==> src/rtl/mul_div_unit_if.sv <==
// rtl/mul_div_unit_if.sv - start/done handshake and result bus of the multiply/divide unit
interface mul_div_unit_if #(
  parameter int WIDTH = 16
);
  logic             St;
  logic [1:0]       Op;
  logic             Flush;
  logic [WIDTH-1:0] Operand_A;
  logic [WIDTH-1:0] Operand_B;
  logic             Idle;
  logic             Busy;
  logic             Done;
  logic             DivZero;
  logic [WIDTH-1:0] Result_Hi;
  logic [WIDTH-1:0] Result_Lo;

  modport master (
    output St, Op, Flush, Operand_A, Operand_B,
    input  Idle, Busy, Done, DivZero, Result_Hi, Result_Lo
  );

  modport slave (
    input  St, Op, Flush, Operand_A, Operand_B,
    output Idle, Busy, Done, DivZero, Result_Hi, Result_Lo
  );
endinterface

==> src/rtl/mul_div_unit.sv <==
// rtl/mul_div_unit.sv - iterative signed/unsigned multiply/divide unit; divider enabled by MUL_DIV_UNIT_DIV_EN
module mul_div_unit #(
  parameter  int WIDTH = 16,
  localparam int CNT_W = $clog2(WIDTH + 1)
) (
  input logic           CLK,
  input logic           Reset,
  mul_div_unit_if.slave bus
);

  typedef enum logic [2:0] {S_IDLE, S_PREP, S_CALC, S_FIX, S_DONE} state_t;

  state_t           state_q;
  logic             idle_q, busy_q, done_q, dz_q;
  logic [WIDTH-1:0] res_hi_q, res_lo_q;
  // hi_q:lo_q is the working pair: product accumulator (MUL) or remainder:quotient (DIV).
  // lo_q/m_q hold the raw A/B during PREP, then the magnitudes.
  logic [WIDTH-1:0] hi_q, lo_q, m_q;
  logic [CNT_W-1:0] cnt_q;
  logic [1:0]       op_q;
  logic             neg_p_q;   // product / quotient must be negated
  logic             neg_r_q;   // remainder must be negated (dividend sign)

  logic               sign_a_d, sign_b_d;
  logic [WIDTH:0]     mul_sum_d;
  logic [2*WIDTH-1:0] prod_d, prod_neg_d;

  assign sign_a_d   = op_q[0] & lo_q[WIDTH-1];
  assign sign_b_d   = op_q[0] & m_q[WIDTH-1];
  assign mul_sum_d  = {1'b0, hi_q} + {1'b0, m_q};
  assign prod_d     = {hi_q, lo_q};
  assign prod_neg_d = -prod_d;

`ifdef MUL_DIV_UNIT_DIV_EN
  logic           bz_q;       // divisor was zero
  logic [WIDTH:0] rem_sh_d, rem_sub_d;
  logic           rem_ge_d;

  assign rem_sh_d  = {hi_q, lo_q[WIDTH-1]};
  assign rem_sub_d = rem_sh_d - {1'b0, m_q};
  assign rem_ge_d  = rem_sh_d >= {1'b0, m_q};
`endif

  assign bus.Idle      = idle_q;
  assign bus.Busy      = busy_q;
  assign bus.Done      = done_q;
  assign bus.DivZero   = dz_q;
  assign bus.Result_Hi = res_hi_q;
  assign bus.Result_Lo = res_lo_q;

  // Control FSM and datapath: one step per cycle in CALC, registered status outputs
  always_ff @(posedge CLK or negedge Reset) begin
    if (!Reset) begin
      state_q  <= S_IDLE;
      idle_q   <= 1'b1;
      busy_q   <= 1'b0;
      done_q   <= 1'b0;
      dz_q     <= 1'b0;
      res_hi_q <= '0;
      res_lo_q <= '0;
      hi_q     <= '0;
      lo_q     <= '0;
      m_q      <= '0;
      cnt_q    <= '0;
      op_q     <= '0;
      neg_p_q  <= 1'b0;
      neg_r_q  <= 1'b0;
`ifdef MUL_DIV_UNIT_DIV_EN
      bz_q     <= 1'b0;
`endif
    end else if (bus.Flush) begin
      // abort wins over everything, results and DivZero are left untouched
      state_q <= S_IDLE;
      idle_q  <= 1'b1;
      busy_q  <= 1'b0;
      done_q  <= 1'b0;
    end else begin
      done_q <= 1'b0;
      case (state_q)
        S_IDLE: begin
          if (bus.St) begin
            op_q    <= bus.Op;
            lo_q    <= bus.Operand_A;
            m_q     <= bus.Operand_B;
            dz_q    <= 1'b0;
            idle_q  <= 1'b0;
            busy_q  <= 1'b1;
            state_q <= S_PREP;
          end
        end
        S_PREP: begin
          // |MIN| wraps to 2^(W-1), which is the correct unsigned magnitude
          lo_q    <= sign_a_d ? -lo_q : lo_q;
          m_q     <= sign_b_d ? -m_q : m_q;
          hi_q    <= '0;
          neg_p_q <= sign_a_d ^ sign_b_d;
          neg_r_q <= sign_a_d;
`ifdef MUL_DIV_UNIT_DIV_EN
          bz_q    <= op_q[1] & (m_q == '0);
`endif
          cnt_q   <= '0;
          state_q <= S_CALC;
        end
        S_CALC: begin
`ifdef MUL_DIV_UNIT_DIV_EN
          if (op_q[1]) begin
            // restoring step: subtract only when the shifted remainder covers the divisor
            hi_q <= rem_ge_d ? rem_sub_d[WIDTH-1:0] : rem_sh_d[WIDTH-1:0];
            lo_q <= {lo_q[WIDTH-2:0], rem_ge_d};
          end else
`endif
          if (lo_q[0]) begin
            hi_q <= mul_sum_d[WIDTH:1];
            lo_q <= {mul_sum_d[0], lo_q[WIDTH-1:1]};
          end else begin
            hi_q <= {1'b0, hi_q[WIDTH-1:1]};
            lo_q <= {hi_q[0], lo_q[WIDTH-1:1]};
          end
          cnt_q <= cnt_q + CNT_W'(1);
          if (cnt_q == CNT_W'(WIDTH - 1)) begin
            state_q <= S_FIX;
          end
        end
        S_FIX: begin
          if (!op_q[1]) begin
            {res_hi_q, res_lo_q} <= neg_p_q ? prod_neg_d : prod_d;
          end else begin
`ifdef MUL_DIV_UNIT_DIV_EN
            // with a zero divisor the remainder path already yields the dividend
            res_hi_q <= neg_r_q ? -hi_q : hi_q;
            res_lo_q <= bz_q ? '1 : (neg_p_q ? -lo_q : lo_q);
            dz_q     <= bz_q;
`else
            res_hi_q <= '0;
            res_lo_q <= '0;
`endif
          end
          done_q  <= 1'b1;
          state_q <= S_DONE;
        end
        S_DONE: begin
          idle_q  <= 1'b1;
          busy_q  <= 1'b0;
          state_q <= S_IDLE;
        end
        default: begin
          idle_q  <= 1'b1;
          busy_q  <= 1'b0;
          state_q <= S_IDLE;
        end
      endcase
    end
  end

endmodule
==> src/flat_wrapper.sv <==
// flat-port wrapper written by rule: the top's interface ports become plain ports
module mul_div_unit_flat 
#(
  parameter  int WIDTH = 16,
  localparam int CNT_W = $clog2(WIDTH + 1)
)
  (CLK, Reset, bus_St, bus_Op, bus_Flush, bus_Operand_A, bus_Operand_B, bus_Idle, bus_Busy, bus_Done, bus_DivZero, bus_Result_Hi, bus_Result_Lo);
  mul_div_unit_if #(.WIDTH(WIDTH)) bus_i ();
  input logic CLK;
  input logic Reset;
  input wire logic [$bits(bus_i.St)-1:0] bus_St;
  input wire logic [$bits(bus_i.Op)-1:0] bus_Op;
  input wire logic [$bits(bus_i.Flush)-1:0] bus_Flush;
  input wire logic [$bits(bus_i.Operand_A)-1:0] bus_Operand_A;
  input wire logic [$bits(bus_i.Operand_B)-1:0] bus_Operand_B;
  output wire logic [$bits(bus_i.Idle)-1:0] bus_Idle;
  output wire logic [$bits(bus_i.Busy)-1:0] bus_Busy;
  output wire logic [$bits(bus_i.Done)-1:0] bus_Done;
  output wire logic [$bits(bus_i.DivZero)-1:0] bus_DivZero;
  output wire logic [$bits(bus_i.Result_Hi)-1:0] bus_Result_Hi;
  output wire logic [$bits(bus_i.Result_Lo)-1:0] bus_Result_Lo;
  assign bus_i.St = bus_St;
  assign bus_i.Op = bus_Op;
  assign bus_i.Flush = bus_Flush;
  assign bus_i.Operand_A = bus_Operand_A;
  assign bus_i.Operand_B = bus_Operand_B;
  assign bus_Idle = bus_i.Idle;
  assign bus_Busy = bus_i.Busy;
  assign bus_Done = bus_i.Done;
  assign bus_DivZero = bus_i.DivZero;
  assign bus_Result_Hi = bus_i.Result_Hi;
  assign bus_Result_Lo = bus_i.Result_Lo;
  mul_div_unit #(.WIDTH(WIDTH)) u_core (.CLK(CLK), .Reset(Reset), .bus(bus_i));
endmodule
==> config.mk <==
export PLATFORM = sky130hd
export DESIGN_NAME = mul_div_unit_flat
export DESIGN_NICKNAME = d
export VERILOG_FILES = /design/src/rtl/mul_div_unit_if.sv /design/src/rtl/mul_div_unit.sv /design/src/flat_wrapper.sv
export SDC_FILE = /design/constraint.sdc
export NUM_CORES = 1
export LEC_CHECK = 0
export ABC_AREA = 1
export CELL_PAD_IN_SITES_DETAIL_PLACEMENT = 1
export CELL_PAD_IN_SITES_GLOBAL_PLACEMENT = 1
export CORE_MARGIN = 1.5
export CORE_UTILIZATION = 37
export DETAILED_ROUTE_END_ITERATION = 8
export PLACE_DENSITY = 0.83
export SETUP_SLACK_MARGIN = 0.3
export SLEW_MARGIN = 20
export SYNTH_ARGS = -nofsm -noshare
export SYNTH_HDL_FRONTEND = slang
export SYNTH_SLANG_ARGS = --single-unit
==> constraint.sdc <==
create_clock -name CLK -period 1.91 [get_ports CLK]
set_clock_uncertainty 0.05 [all_clocks]
set_input_delay 0.2865 -clock CLK [delete_from_list [all_inputs] [get_ports CLK]]
set_output_delay 0.2865 -clock CLK [all_outputs]
set_load 0.005 [all_outputs]
==> flow_summary.toml <==
[pwr]
p_per_area_nw_per_um2 = 1800
peakVddDrop_mv = 1.16
leakage_uw = 0.00471
finalPower_uw = 18600

[cells_and_area]
fin_nets = 1171
drive_gt1_frac = 0.424
instances_no_fill = 1336
mostFrequentLayoutCell = "nand2_1"
layout_common_cells = "205 x nand2_1, 92 x buf_4, 79 x inv_1"
n_antenna_cell = 0
finalInstanceArea_um2 = 10400
area_growth_pct = 63.5
post-route-util = 0.623

[grt]
grt_max_degree = 32
grt_use_total = 0.288
grt_first_pass_wirelength_um = 40400
grt_pass1_vias = 7653
antenna_found_initial = 0
overflow = 0
grt_use_met1 = 0.362
globalRouteMet2Util = 0.492
top_usage_layer = "met2"
gr-usage-met3 = 0.0317

[floorplanning]
core_region_area_um2 = 16600
dieArea_um2 = 17900
die_w_um = 134
die_h_um = 134
design.portCount = 74
rows = 47
initial_core_util = 0.381

[logic_synthesis]
yosys_warnings = 0
syn_area_um2 = 6340
ys_ff_latch = 94
synth_async_sr_flop_share = 1.00
synth_edf_count = 0
syn_inst = 918
post_synth_num_cell_types = 48
syn_nets = 977
ys_seq_area_frac = 0.371
ys.flop_type = "dfrtp_1"
syn_area_per_cell_um2 = 6.91

[timing]
maxSlewViolCount = 0
final-setup-viol-count = 17
hold_slack_ps = 372
hold_violations = 0
relSlewSlack = 0.646
worstMarginPinSlew_ps = 526
finalCriticalPeriod_ps = 2150
fin_ws_ps = -236
grt_setup_unrepaired = "true"
fmax_mhz = 466
timing.final.crit_share = 1.12

[setup_path]
path_max_fanout = 4
path_cells = "ha_2, inv_2, fa_2, inv_2, nand3_2, nand2_4, buf_4, buf_6, xnor2_2, a21oi_1, o21ai_1, o21ai_1"
start_kind = "flop"
timing.reg2reg.setup_slack_ps = -240
crit_path_max_incr_delay_ps = 430
path_class = "flop to flop"
crit_slowest_cell = "dfrtp_1"
path_buf_inv = 4
cp_top_family = "adder cells"
end_kind = "flop"
cp.arrival_ps = 2330
crit_required_ps = 2100

[route]
drtPass1Iterations = 4
drc_errors = 0
ant_nets = 0
num_vias = 8243
drt-initial-drc-count = 706
viasPerCell = 6.17
wire_per_inst_um = 26.3
wirelength_um = 35100

[outcome]
outcome = "finished, violations left"
violations = "negative setup slack"

[clock_tree]
cts_buffers = 9
clock_path_buffers = 2
cts_sinks = 94
htreeDepth = 3
root_buffer = "clkbuf_16"
clk_pin_slew_ps = 70
cts_tree = "yes"
clk_latency_ps = 380

[placement]
place_area_um2 = 7690
place_congestion = 0.877
dp_hpwl_um = 16500
dp.cells = 1233
io_buffers = 72

[run]
maxCapViolations = 0

[hold_path]
hold_class = "primary input to async pin"
-- cell usage after synthesis (6+ instances only) --
master	count	area, um2
nand2_1	276	1040
inv_1	102	383
dfrtp_1	93	2330
nand3_1	75	375
o21ai_0	74	370
nor2_1	67	251
a21oi_1	61	305
ha_1	20	250
o21ai_1	12	60.1
a22oi_1	11	82.6
buf_2	11	55.1
nand4_1	11	68.8
nor3_1	10	50.1
o22ai_1	9	56.3
clkbuf_1	8	30.0
xor2_1	8	70.1
nor2_2	6	37.5
-- layer usage --
layer	wire length [um]	share of wire	up-vias
met5	0	0	-
met4	2410	0.069	0
met3	2770	0.079	213
met2	16700	0.48	535
met1	13200	0.38	4098
li1	-	-	3397
-- cell type report --
cell class / instances / area, um2
well taps: 220 / 275
flip-flops and latches: 94 / 2390
repair buffers: 208 / 2030
multi-input cells: 687 / 4870
inverters: 109 / 459
clock buffers: 12 / 256
clock inverters: 3 / 43.8
repair inverters: 3 / 43.8
fillers: 1914 / 6270
-- sequential cells by signal, summed over array words and instances (netlist names) --
name,cells
u_core.state_q,3
u_core.neg_p_q,1
u_core.op_q,2
u_core.m_q,16
u_core.bus.Done,1
u_core.bus.Result_Hi,16
u_core.bus.Busy,1
u_core.bus.Idle,1
u_core.bus.Result_Lo,16
u_core.lo_q,16
u_core.hi_q,16
u_core.cnt_q,5
-- worst paths after layout --
path	from	endpoint	cells past startpoint
max reg2reg	u_core.hi_q[0]	u_core.hi_q[3]	12
min reg2reg	u_core.bus.Result_Hi[13]	u_core.bus.Result_Hi[13]	2
min	Reset	u_core.hi_q[10]	2
max in group asynchronous	Reset	u_core.m_q[11]	3
max	u_core.hi_q[0]	u_core.hi_q[3]	12
min in group CLK	u_core.bus.Result_Hi[13]	u_core.bus.Result_Hi[13]	2
-- through the flow --
stage	setup slack [ps]	setup TNS [ps]
after detailed placement	-27.8	-61.0
after floorplan	149	0
after global placement	80.1	0
after CTS	106	0
after global routing	-260	-2070
final	-236	-1280
-- logic make-up (layout without fill, tap and decap cells) --
family / after synthesis / in the layout / share of synthesized area
adders and majority gates: 21 / 21 / 0.0426
and+or+nand+nor: 467 / 467 / 0.316
AOI/OAI and AO/OA: 187 / 187 / 0.164
other: 1 / 1 / 0.000591
xor gates and xnor gates: 11 / 11 / 0.0152
buffers and inverters: 137 / 335 / 0.0906
DFF: 94 / 94 / 0.371
-- report_power, final --
part / leakage, uW / internal, uW / switching (uW)
clock: 0.000149 / 1080 / 904
sequential: 0.00116 / 2860 / 1230
combinational: 0.00340 / 5160 / 7380
-- repair_timing --
action	in CTS	in global routing
gates cloned	0	5
resized for setup	134	320
pin swaps	38	98
hold buffers	1	0
setup endpoints to repair	75	87
hold endpoints to repair	27	0
setup buffers	31	51
Power figures use the tool's default switching activity.
